File: src/rtl/k28_pkg.sv
// Shared definitions for the 8b/10b receive word-alignment logic.
// Latency: n/a (types and constants only).
// Backpressure: n/a.
//
// Holds the alignment FSM state encoding and both running-disparity
// encodings of the K28.5 comma.
package k28_pkg;

    // Encoding is visible on the lock_state port: 0 HUNT, 1 VERIFY, 2 LOCKED.
    typedef enum logic [1:0] {
        HUNT   = 2'd0,
        VERIFY = 2'd1,
        LOCKED = 2'd2
    } lock_state_e;

    // K28.5 as transmitted, bit a in [9] through bit j in [0].
    localparam logic [9:0] K285_RDN = 10'b0011111010;
    localparam logic [9:0] K285_RDP = 10'b1100000101;

    // Last bit position of a 10-bit symbol.
    localparam logic [3:0] BIT_CNT_LAST = 4'd9;

endpackage

File: src/rtl/k28_comma_match.sv
// K28.5 comma detector for a 10-bit window, either running disparity.
// Latency: combinational, zero cycles.
// Backpressure: none.
//
// Ports:
//   sym_in  in  10  candidate symbol, [9] oldest bit
//   comma   out 1   sym_in equals K28.5 (RD- or RD+)
module k28_comma_match
    import k28_pkg::*;
(
    input  logic [9:0] sym_in,
    output logic       comma
);

    assign comma = (sym_in == K285_RDN) || (sym_in == K285_RDP);

endmodule

File: src/rtl/comma_align_ctrl.sv
// Receive word aligner: deserializes, hunts K28.5, locks symbol boundary.
// Latency: 2 CRCLK from last bit of a symbol on serial_in to SYMBOL_CLK.
// Backpressure: none; output is a free-running strobed stream.
//
// Ports:
//   CRCLK       in  1   recovered bit clock, all logic on posedge
//   Reset       in  1   asynchronous active-low reset
//   serial_in   in  1   received bit, first-transmitted bit first
//   symbol_out  out 10  aligned symbol, [9] oldest bit (a), [0] newest (j)
//   SYMBOL_CLK  out 1   one-cycle strobe: symbol_out updated this cycle
//   RXVALID     out 1   symbol_out valid while locked; only with SYMBOL_CLK
//   comma_out   out 1   symbol_out is K28.5; qualified by SYMBOL_CLK
//   lock_state  out 2   0 HUNT, 1 VERIFY, 2 LOCKED
module comma_align_ctrl
    import k28_pkg::*;
#(
    parameter int LOCK_COUNT     = 3,
    parameter int LOSS_COUNT     = 4,
    parameter int VERIFY_TIMEOUT = 16
) (
    input  logic       CRCLK,
    input  logic       Reset,
    input  logic       serial_in,
    output logic [9:0] symbol_out,
    output logic       SYMBOL_CLK,
    output logic       RXVALID,
    output logic       comma_out,
    output logic [1:0] lock_state
);

    localparam int GW = $clog2(LOCK_COUNT + 1);
    localparam int EW = $clog2(LOSS_COUNT + 1);
    localparam int SW = $clog2(VERIFY_TIMEOUT + 1);

    localparam logic [GW-1:0] LOCK_MAX = GW'(LOCK_COUNT);
    localparam logic [EW-1:0] LOSS_MAX = EW'(LOSS_COUNT);
    localparam logic [SW-1:0] VT_MAX   = SW'(VERIFY_TIMEOUT);
    localparam logic [GW-1:0] G_ONE    = GW'(1);
    localparam logic [EW-1:0] E_ONE    = EW'(1);
    localparam logic [SW-1:0] S_ONE    = SW'(1);

    // Sliding window and bit phase within the current symbol.
    logic [9:0]  sr_q, sr_d;
    logic [3:0]  bit_cnt_q, bit_cnt_d;

    // Alignment FSM and its counters.
    lock_state_e state_q, state_d;
    logic [GW-1:0] good_q, good_d;
    logic [EW-1:0] err_q, err_d;
    logic [SW-1:0] sym_q, sym_d;

    // Registered outputs.
    logic [9:0]  symbol_q, symbol_d;
    logic        sym_clk_q, sym_clk_d;
    logic        rxvalid_q, rxvalid_d;
    logic        comma_out_q, comma_out_d;

    logic        comma;
    logic        at_bnd;
    logic        realign;
    logic        boundary;
    logic [GW-1:0] good_sat;
    logic [EW-1:0] err_sat;
    logic [SW-1:0] sym_sat;

    k28_comma_match u_comma_match (
        .sym_in (sr_q),
        .comma  (comma)
    );

    // Saturating increments: counters hold once they hit their threshold.
    assign good_sat = (good_q == LOCK_MAX) ? good_q : good_q + G_ONE;
    assign err_sat  = (err_q  == LOSS_MAX) ? err_q  : err_q  + E_ONE;
    assign sym_sat  = (sym_q  == VT_MAX)   ? sym_q  : sym_q  + S_ONE;

    assign at_bnd = (bit_cnt_q == BIT_CNT_LAST);

    always_comb begin
        sr_d    = {sr_q[8:0], serial_in};
        state_d = state_q;
        good_d  = good_q;
        err_d   = err_q;
        sym_d   = sym_q;
        realign = 1'b0;

        unique case (state_q)
            HUNT: begin
                if (comma) begin
                    realign = 1'b1;
                    good_d  = G_ONE;
                    sym_d   = '0;
                    if (LOCK_COUNT == 1) begin
                        state_d = LOCKED;
                        err_d   = '0;
                    end else begin
                        state_d = VERIFY;
                    end
                end
            end
            VERIFY: begin
                if (comma && at_bnd) begin
                    good_d = good_sat;
                    if (good_sat == LOCK_MAX) begin
                        state_d = LOCKED;
                        err_d   = '0;
                    end
                end else if (comma) begin
                    // Comma at a new phase: restart verification there.
                    realign = 1'b1;
                    good_d  = G_ONE;
                    sym_d   = '0;
                end else if (at_bnd) begin
                    sym_d = sym_sat;
                    if (sym_sat == VT_MAX) begin
                        state_d = HUNT;
                    end
                end
            end
            LOCKED: begin
                // Once locked, stray commas are counted, never followed.
                if (comma && at_bnd) begin
                    err_d = '0;
                end else if (comma) begin
                    if (err_sat == LOSS_MAX) begin
                        state_d = HUNT;
                        err_d   = '0;
                    end else begin
                        err_d = err_sat;
                    end
                end
            end
            default: begin
                state_d = HUNT;
            end
        endcase

        // A realign makes the current window a symbol; either way the
        // next symbol starts at bit position 0.
        boundary    = at_bnd || realign;
        bit_cnt_d   = boundary ? 4'd0 : bit_cnt_q + 4'd1;

        symbol_d    = boundary ? sr_q  : symbol_q;
        comma_out_d = boundary ? comma : comma_out_q;
        sym_clk_d   = boundary;
        rxvalid_d   = boundary && (state_d == LOCKED);
    end

    always_ff @(posedge CRCLK or negedge Reset) begin
        if (!Reset) begin
            sr_q        <= '0;
            bit_cnt_q   <= '0;
            state_q     <= HUNT;
            good_q      <= '0;
            err_q       <= '0;
            sym_q       <= '0;
            symbol_q    <= '0;
            sym_clk_q   <= 1'b0;
            rxvalid_q   <= 1'b0;
            comma_out_q <= 1'b0;
        end else begin
            sr_q        <= sr_d;
            bit_cnt_q   <= bit_cnt_d;
            state_q     <= state_d;
            good_q      <= good_d;
            err_q       <= err_d;
            sym_q       <= sym_d;
            symbol_q    <= symbol_d;
            sym_clk_q   <= sym_clk_d;
            rxvalid_q   <= rxvalid_d;
            comma_out_q <= comma_out_d;
        end
    end

    assign symbol_out = symbol_q;
    assign SYMBOL_CLK = sym_clk_q;
    assign RXVALID    = rxvalid_q;
    assign comma_out  = comma_out_q;
    assign lock_state = state_q;

endmodule

File: config.mk
export PLATFORM = sky130hd
export DESIGN_NAME = comma_align_ctrl
export DESIGN_NICKNAME = d
export VERILOG_FILES = /design/src/rtl/k28_pkg.sv /design/src/rtl/k28_comma_match.sv /design/src/rtl/comma_align_ctrl.sv
export SDC_FILE = /design/constraint.sdc
export NUM_CORES = 1
export LEC_CHECK = 0
export ABC_AREA = 1
export BUFFER_PORTS_ARGS = -buffer_cell sky130_fd_sc_hd__clkbuf_2
export CAP_MARGIN = 30
export CORE_ASPECT_RATIO = 1.1
export CORE_MARGIN = 3
export CORE_UTILIZATION = 41
export CTS_CLUSTER_DIAMETER = 40
export DETAILED_ROUTE_END_ITERATION = 16
export PLACE_DENSITY = 0.67
export SLEW_MARGIN = 20
export SYNTH_ARGS = -nofsm -noshare
export SYNTH_HDL_FRONTEND = slang
export SYNTH_SLANG_ARGS = --single-unit
export TNS_END_PERCENT = 50
File: constraint.sdc
create_clock -name CRCLK -period 3.5 [get_ports CRCLK]
set_input_delay 0.7 -clock CRCLK [delete_from_list [all_inputs] [get_ports CRCLK]]
set_output_delay 0.7 -clock CRCLK [all_outputs]
set_load 0.05 [all_outputs]
== Yosys cells after proc, flatten, opt, wreduce, memory -nomap -nowiden ==
Index checks and enable logic that the tools add are counted.
Word-level totals
  bits in registers: 39
  input port bits: 3
  output and inout bits: 15
  word-level logic and storage cells: 72
Operators by class
  add/subtract/negate cells: 4
  equality and inequality tests: 18
  multiplexer cells: 31
  reduce and logical (&&, ||, !) cells: 9
Operators by type and width (count)
  $mux 5: 5
  $mux 2: 12
  $mux 3: 6
  $eq 10x10->1 const B: 1
  $eq 10x8->1 const B: 1
  $eq 5x5->1 const B: 2
  $pmux 5 s2: 1
  $eq 2x2->1 const B: 4
  $ne 2x2->1 const B: 4
  $reduce_and 4->1: 2
  $eq 3x3->1 const B: 2
  $ne 3x3->1 const B: 2
  $pmux 2 s3: 1
  $pmux 3 s2: 1
  $add 5x1->5 const B: 1
  $add 4x1->4 const B: 1
  $eq 4x4->1 const B: 1
  $mux 4: 1
  $pmux 2 s2: 1
  $reduce_bool 2->1: 2
  $add 3x1->3 const B: 1
  $add 2x1->2 const B: 1
  $eq 2x1->1 const B: 1
  $logic_and 1x1->1: 2
  4 further kinds: 6

== Logic depth before layout (Yosys ltp) ==
  word-level depth: 10
  gate-level depth with buffers: 12
  mapped depth without buffers: 12

== Modules after synthesis ==
A second synthesis with hierarchy kept.
Unflattened totals
  cells, all modules: 216
  area total of the unflattened synthesis: 1821.7 um^2
Modules (own cells, without submodules)
  comma_align_ctrl: instances 1, cells each 195, area each 1740.4 um^2, sequential area each 975.9 um^2
  k28_comma_match: instances 1, cells each 21, area each 81.3 um^2, sequential area each 0.0 um^2

== Worst setup path after synthesis ==
Ideal clock, no wire load.
  kind: register to register
  start point: register state_q[0], in the netlist lock_state[0]
  end point: register sym_q[2]
  setup time: 0.065 ns
  arrival time: 1.474 ns
  data required time: 3.435 ns
  slack: 1.961 ns
  cell stages (with the launch flop): 9
  path buffers: 0
  clock period less this slack: 1.539 ns
  cell sequence: dfrtp_1 > inv_1 > nor2_1 > inv_1 > nor2_1 > inv_1 > nor2_1 > nand2_1 > nand2_1
Between the ends
  cells in the longest elaborated chain, start to end: 3
  elaborated cells between the ends (all ways): 8
  those cells by class: 4 x eq/ne; 1 x mux; 3 x reduce/logical
RTL lines
  from (decl): RTL line comma_align_ctrl.sv:47  | lock_state_e state_q, state_d;
  from (signal assigned): RTL line comma_align_ctrl.sv:163  | state_q <= state_d;
  $eq 2x1->1 or $logic_not 2->1 (tied branches): RTL line comma_align_ctrl.sv:86  | unique case (state_q)
  $ne 3x3->1 (no source line) (tied with other cells)
  $reduce_and 4->1 (no source line)
  to (signal assigned): RTL line comma_align_ctrl.sv:166  | sym_q <= sym_d;
  to (decl): RTL line comma_align_ctrl.sv:50  | logic [SW-1:0] sym_q, sym_d;
Parallel ways exist; a longest one is shown, timed or not.
A chain may end at the register's enable or synchronous reset.

== Worst setup path after layout ==
  start point: register state_q[0], in the netlist lock_state[0]
  end point: output lock_state[0]
RTL lines
  to (decl): RTL line comma_align_ctrl.sv:28  | output logic [1:0] lock_state
No word-level cell between the ends.

==> flow_metrics.py <==
metrics = {
    "cells_and_area": {
        "drive_above_1_share": 0.2075,
        "final_nets": 250,
        "area_growth_pct": 12.51,
        "final_core_utilization": 0.4857,
        "antennaDiodeCount": 0,
    },
    "yosys": {
        "synth_xor_xnor_area_share": 0.01853,
        "synth_enable_flop_cells": 0,
        "compound_gate_fraction_of_synth_area": 0.05956,
        "synth-adder-area-share": 0.03971,
        "synth.net_count": 227,
        "yosys-top-cells-area": "sky130_fd_sc_hd__dfrtp_1 52%, sky130_fd_sc_hd__nand2_1 12%, sky130_fd_sc_hd__inv_1 4.8%, sky130_fd_sc_hd__nor2_1 4.8%, sky130_fd_sc_hd__nand3_1 4.2%",
        "synth_top_cell_by_area": "sky130_fd_sc_hd__dfrtp_1",
        "synthesis.area_sq_um": 1891,
        "dominant_combinational_cell_family_by_area_after_synthesis": "simple AND/OR/NAND/NOR gates",
        "yosysWarningCount": 0,
        "synth-seq-area-share": 0.5162,
        "synthMostInstantiatedCell": "sky130_fd_sc_hd__nand2_1",
        "yosys_top_cell_area_share": 0.5162,
        "synthTopCellsByCount": "62 x sky130_fd_sc_hd__nand2_1, 39 x sky130_fd_sc_hd__dfrtp_1, 24 x sky130_fd_sc_hd__inv_1, 24 x sky130_fd_sc_hd__nor2_1, 16 x sky130_fd_sc_hd__nand3_1",
        "synth_simple_gate_area_share": 0.2945,
        "syn_area_per_cell_sq_um": 8.672,
        "postSynth.topFlopCell": "sky130_fd_sc_hd__dfrtp_1",
        "ys_seq_elements": 39,
        "syn-instance-count": 218,
        "synth.lib_cells_used.distinct": 24,
        "synthMuxAreaShare": 0,
        "asyncSetResetFlopFracSynth": 1.000,
    },
    "die": {
        "fp.dieW_um": 70.75,
        "floorplan.rows": 25,
        "die-height_um": 77.22,
        "coreArea_sq_um": 4379,
        "top_level_ports": 18,
        "floorplan.initialDensity": 0.4317,
        "die_outline_area_sq_um": 5463,
    },
    "job": {
        "max_cap_viol_count": 0,
    },
    "sta": {
        "setup_tns_ns": 0,
        "report.final.slew_viol_count": 0,
        "min_period_ns": 1.687,
        "finalCritPeriodShare": 0.4820,
        "unrepaired_setup_endpoints_after_global_routing": "false",
        "worst_slew_pin_slew_ns": 0.4540,
        "final.setup.worst_slack_ns": 1.813,
        "worst_clock_skew_ns": 0.006750,
        "final_hold_vios": 0,
        "report.final.setup_viol": 0,
        "fmax_mhz": 592.8,
        "slew_headroom": 0.6973,
    },
    "critical_path": {
        "path_delay_family": "flip-flops",
        "cp_num_buf_inv": 1,
        "cp-startpoint": "lock_state[0]",
        "cp_slowest_stage_delay_ns": 0.40,
        "worst-path-max-fanout": 4,
        "worst_ep_required_time_ns": 2.80,
        "crit_type": "flop to output pin",
        "cp_data_arrival_time_ns": 0.99,
        "rrSetupSlack_ns": 1.90,
        "worst_r2r_endpoint": "lock_state[0]",
        "crit-reg2reg-launch": "bit_cnt_q[1]",
        "depth_of_the_worst_register_to_register_path": 11,
        "end_kind": "output pin",
        "cpMaxStageDelayCell": "sky130_fd_sc_hd__dfrtp_1",
        "startpoint_type": "flop",
        "crit_chain": "clkbuf_2",
    },
    "grt": {
        "global_route.usage.met1": 0.1765,
        "grt_max_degree": 40,
        "antenna_found_initial": 0,
        "first_global_vias": 1378,
        "grtUsageMet3": 0.03932,
        "first_pass_grt_wire_length_um": 6030,
        "grt_overflow_total": 0,
        "busiest_layer": "met2",
        "grt_use_total": 0.1367,
        "use_met2": 0.2189,
    },
    "detailed_routing": {
        "route.antenna.remaining_nets": 0,
        "wire_length_per_cell_after_detailed_routing_um": 11.06,
        "detailed_routing_iterations_pass_1": 4,
        "dr_total_vias": 1407,
        "drt_drc_violations_left": 0,
        "detailed_router_s_first_iteration_violation_count": 63,
        "vias_per_cell": 4.769,
        "routed_wl_um": 3264,
    },
    "min_path": {
        "worst_hold_path_type": "input port to asynchronous set/reset pin",
    },
    "cts": {
        "h-tree-depth": 2,
        "post_cts_hold_buffer_count": 0,
        "cts_tree": "built",
        "clkSinkCount": 39,
        "post-cts-setup-buffer-count": 0,
        "worst_setup_hold_path_clk_slew_ns": 0.07,
        "ctsRootBufferMaster": "sky130_fd_sc_hd__clkbuf_8",
        "cts_buffers": 5,
        "clk-insertion-delay-late_ns": 0.28,
        "clock_tree.buffer_depth": 2,
        "post_cts.resized_instances": 0,
    },
    "pwr": {
        "p_leak_nw": 1.068,
        "max-vdd-ir-drop_v": 0.0003595,
        "power-per-cell-area_nw_per_um2": 665.6,
    },
    "placement": {
        "detailedPlace.worstSlack_ns": 1.914,
        "finalWeightedCongestion": 0.8325,
        "portBuffers": 17,
        "dp_hpwl_um": 2343,
    },
    "outcome": {
        "status": "completed",
    },
}
cells in the final DEF (no fill, tap or decap), types with 3 or more instances in the layout:
master / count
sky130_fd_sc_hd__inv_2: 5
sky130_fd_sc_hd__xor2_1: 3
sky130_fd_sc_hd__o21ai_0: 5
sky130_fd_sc_hd__a21oi_1: 6
sky130_fd_sc_hd__nor2_2: 7
sky130_fd_sc_hd__nand3_2: 3
sky130_fd_sc_hd__nand3_1: 16
sky130_fd_sc_hd__a21oi_2: 5
sky130_fd_sc_hd__inv_1: 24
sky130_fd_sc_hd__ha_1: 6
sky130_fd_sc_hd__clkbuf_2: 17
sky130_fd_sc_hd__nor2_1: 24
sky130_fd_sc_hd__nand2_1: 62
sky130_fd_sc_hd__clkbuf_8: 5
sky130_fd_sc_hd__dfrtp_1: 39
how the worst max path moves through the flow:
| stage | end | slack, ns | cells after the start |
|---|---|---|---|
| final | lock_state[0] | 1.81 | 1 |
| after global placement | symbol_out[2] | 1.97 | 1 |
| after floorplan | sym_q[2] | 1.96 | 8 |
| after CTS | lock_state[0] | 1.79 | 1 |
| after global routing | RXVALID | 1.73 | 8 |
| after detailed placement | RXVALID | 1.91 | 8 |
through the flow:
stage	cells	total power, W	hold WS (ns)	area, sq um
after global routing	295	0.001501	0.3627	2127
final	295	0.001416	0.3473	2127
after global placement	287	0.001134	0.3589	2017
after CTS	294	0.001438	0.3782	2100
after detailed placement	287	0.001144	0.3604	2017
after floorplan	218	0.001047	0.3537	1891
power breakdown:
group	switching (W)	total (W)	internal [W]
logic	0.000384	0.000526	0.000142
clock network	0.000151	0.000287	0.000136
registers	0.0000622	0.000603	0.000541
total	0.000597	0.00142	0.000819
cell families (layout without fill, tap and decap cells):
| logic type | Yosys count | count (layout) |
|---|---|---|
| XOR/XNOR | 4 | 4 |
| AO/OA/AOI/OAI | 18 | 18 |
| AND/OR/NAND/NOR | 120 | 120 |
| buffers and inverters | 31 | 54 |
| flip-flops | 39 | 39 |
| adder cells (fa/ha/maj) | 6 | 6 |
state kept, by name, summed over array words and instances, names as in the netlist:
| signal | count |
|---|---|
| comma_out | 1 |
| SYMBOL_CLK | 1 |
| bit_cnt_q | 4 |
| sr_q | 10 |
| err_q | 3 |
| RXVALID | 1 |
| sym_q | 5 |
| symbol_out | 10 |
| good_q | 2 |
| lock_state | 2 |
routing by layer:
metal	part of all wire	wire (um)	up-vias
li1	-	-	723
met1	0.47	1545	657
met2	0.48	1564	25
met3	0.039	126	2
met4	0.0086	28	0
met5	0	0	-
area by class of cell:
type	instances	area [sq um]
Timing Repair Buffer	18	112.6
Clock inverter	2	13.76
Clock buffer	5	68.82
Tap cell	54	67.56
Sequential cell	39	975.9
Fill cell	444	2252
Multi-Input combinational cell	148	779.5
Inverter	29	108.9
(Power assumes the default switching activity.)
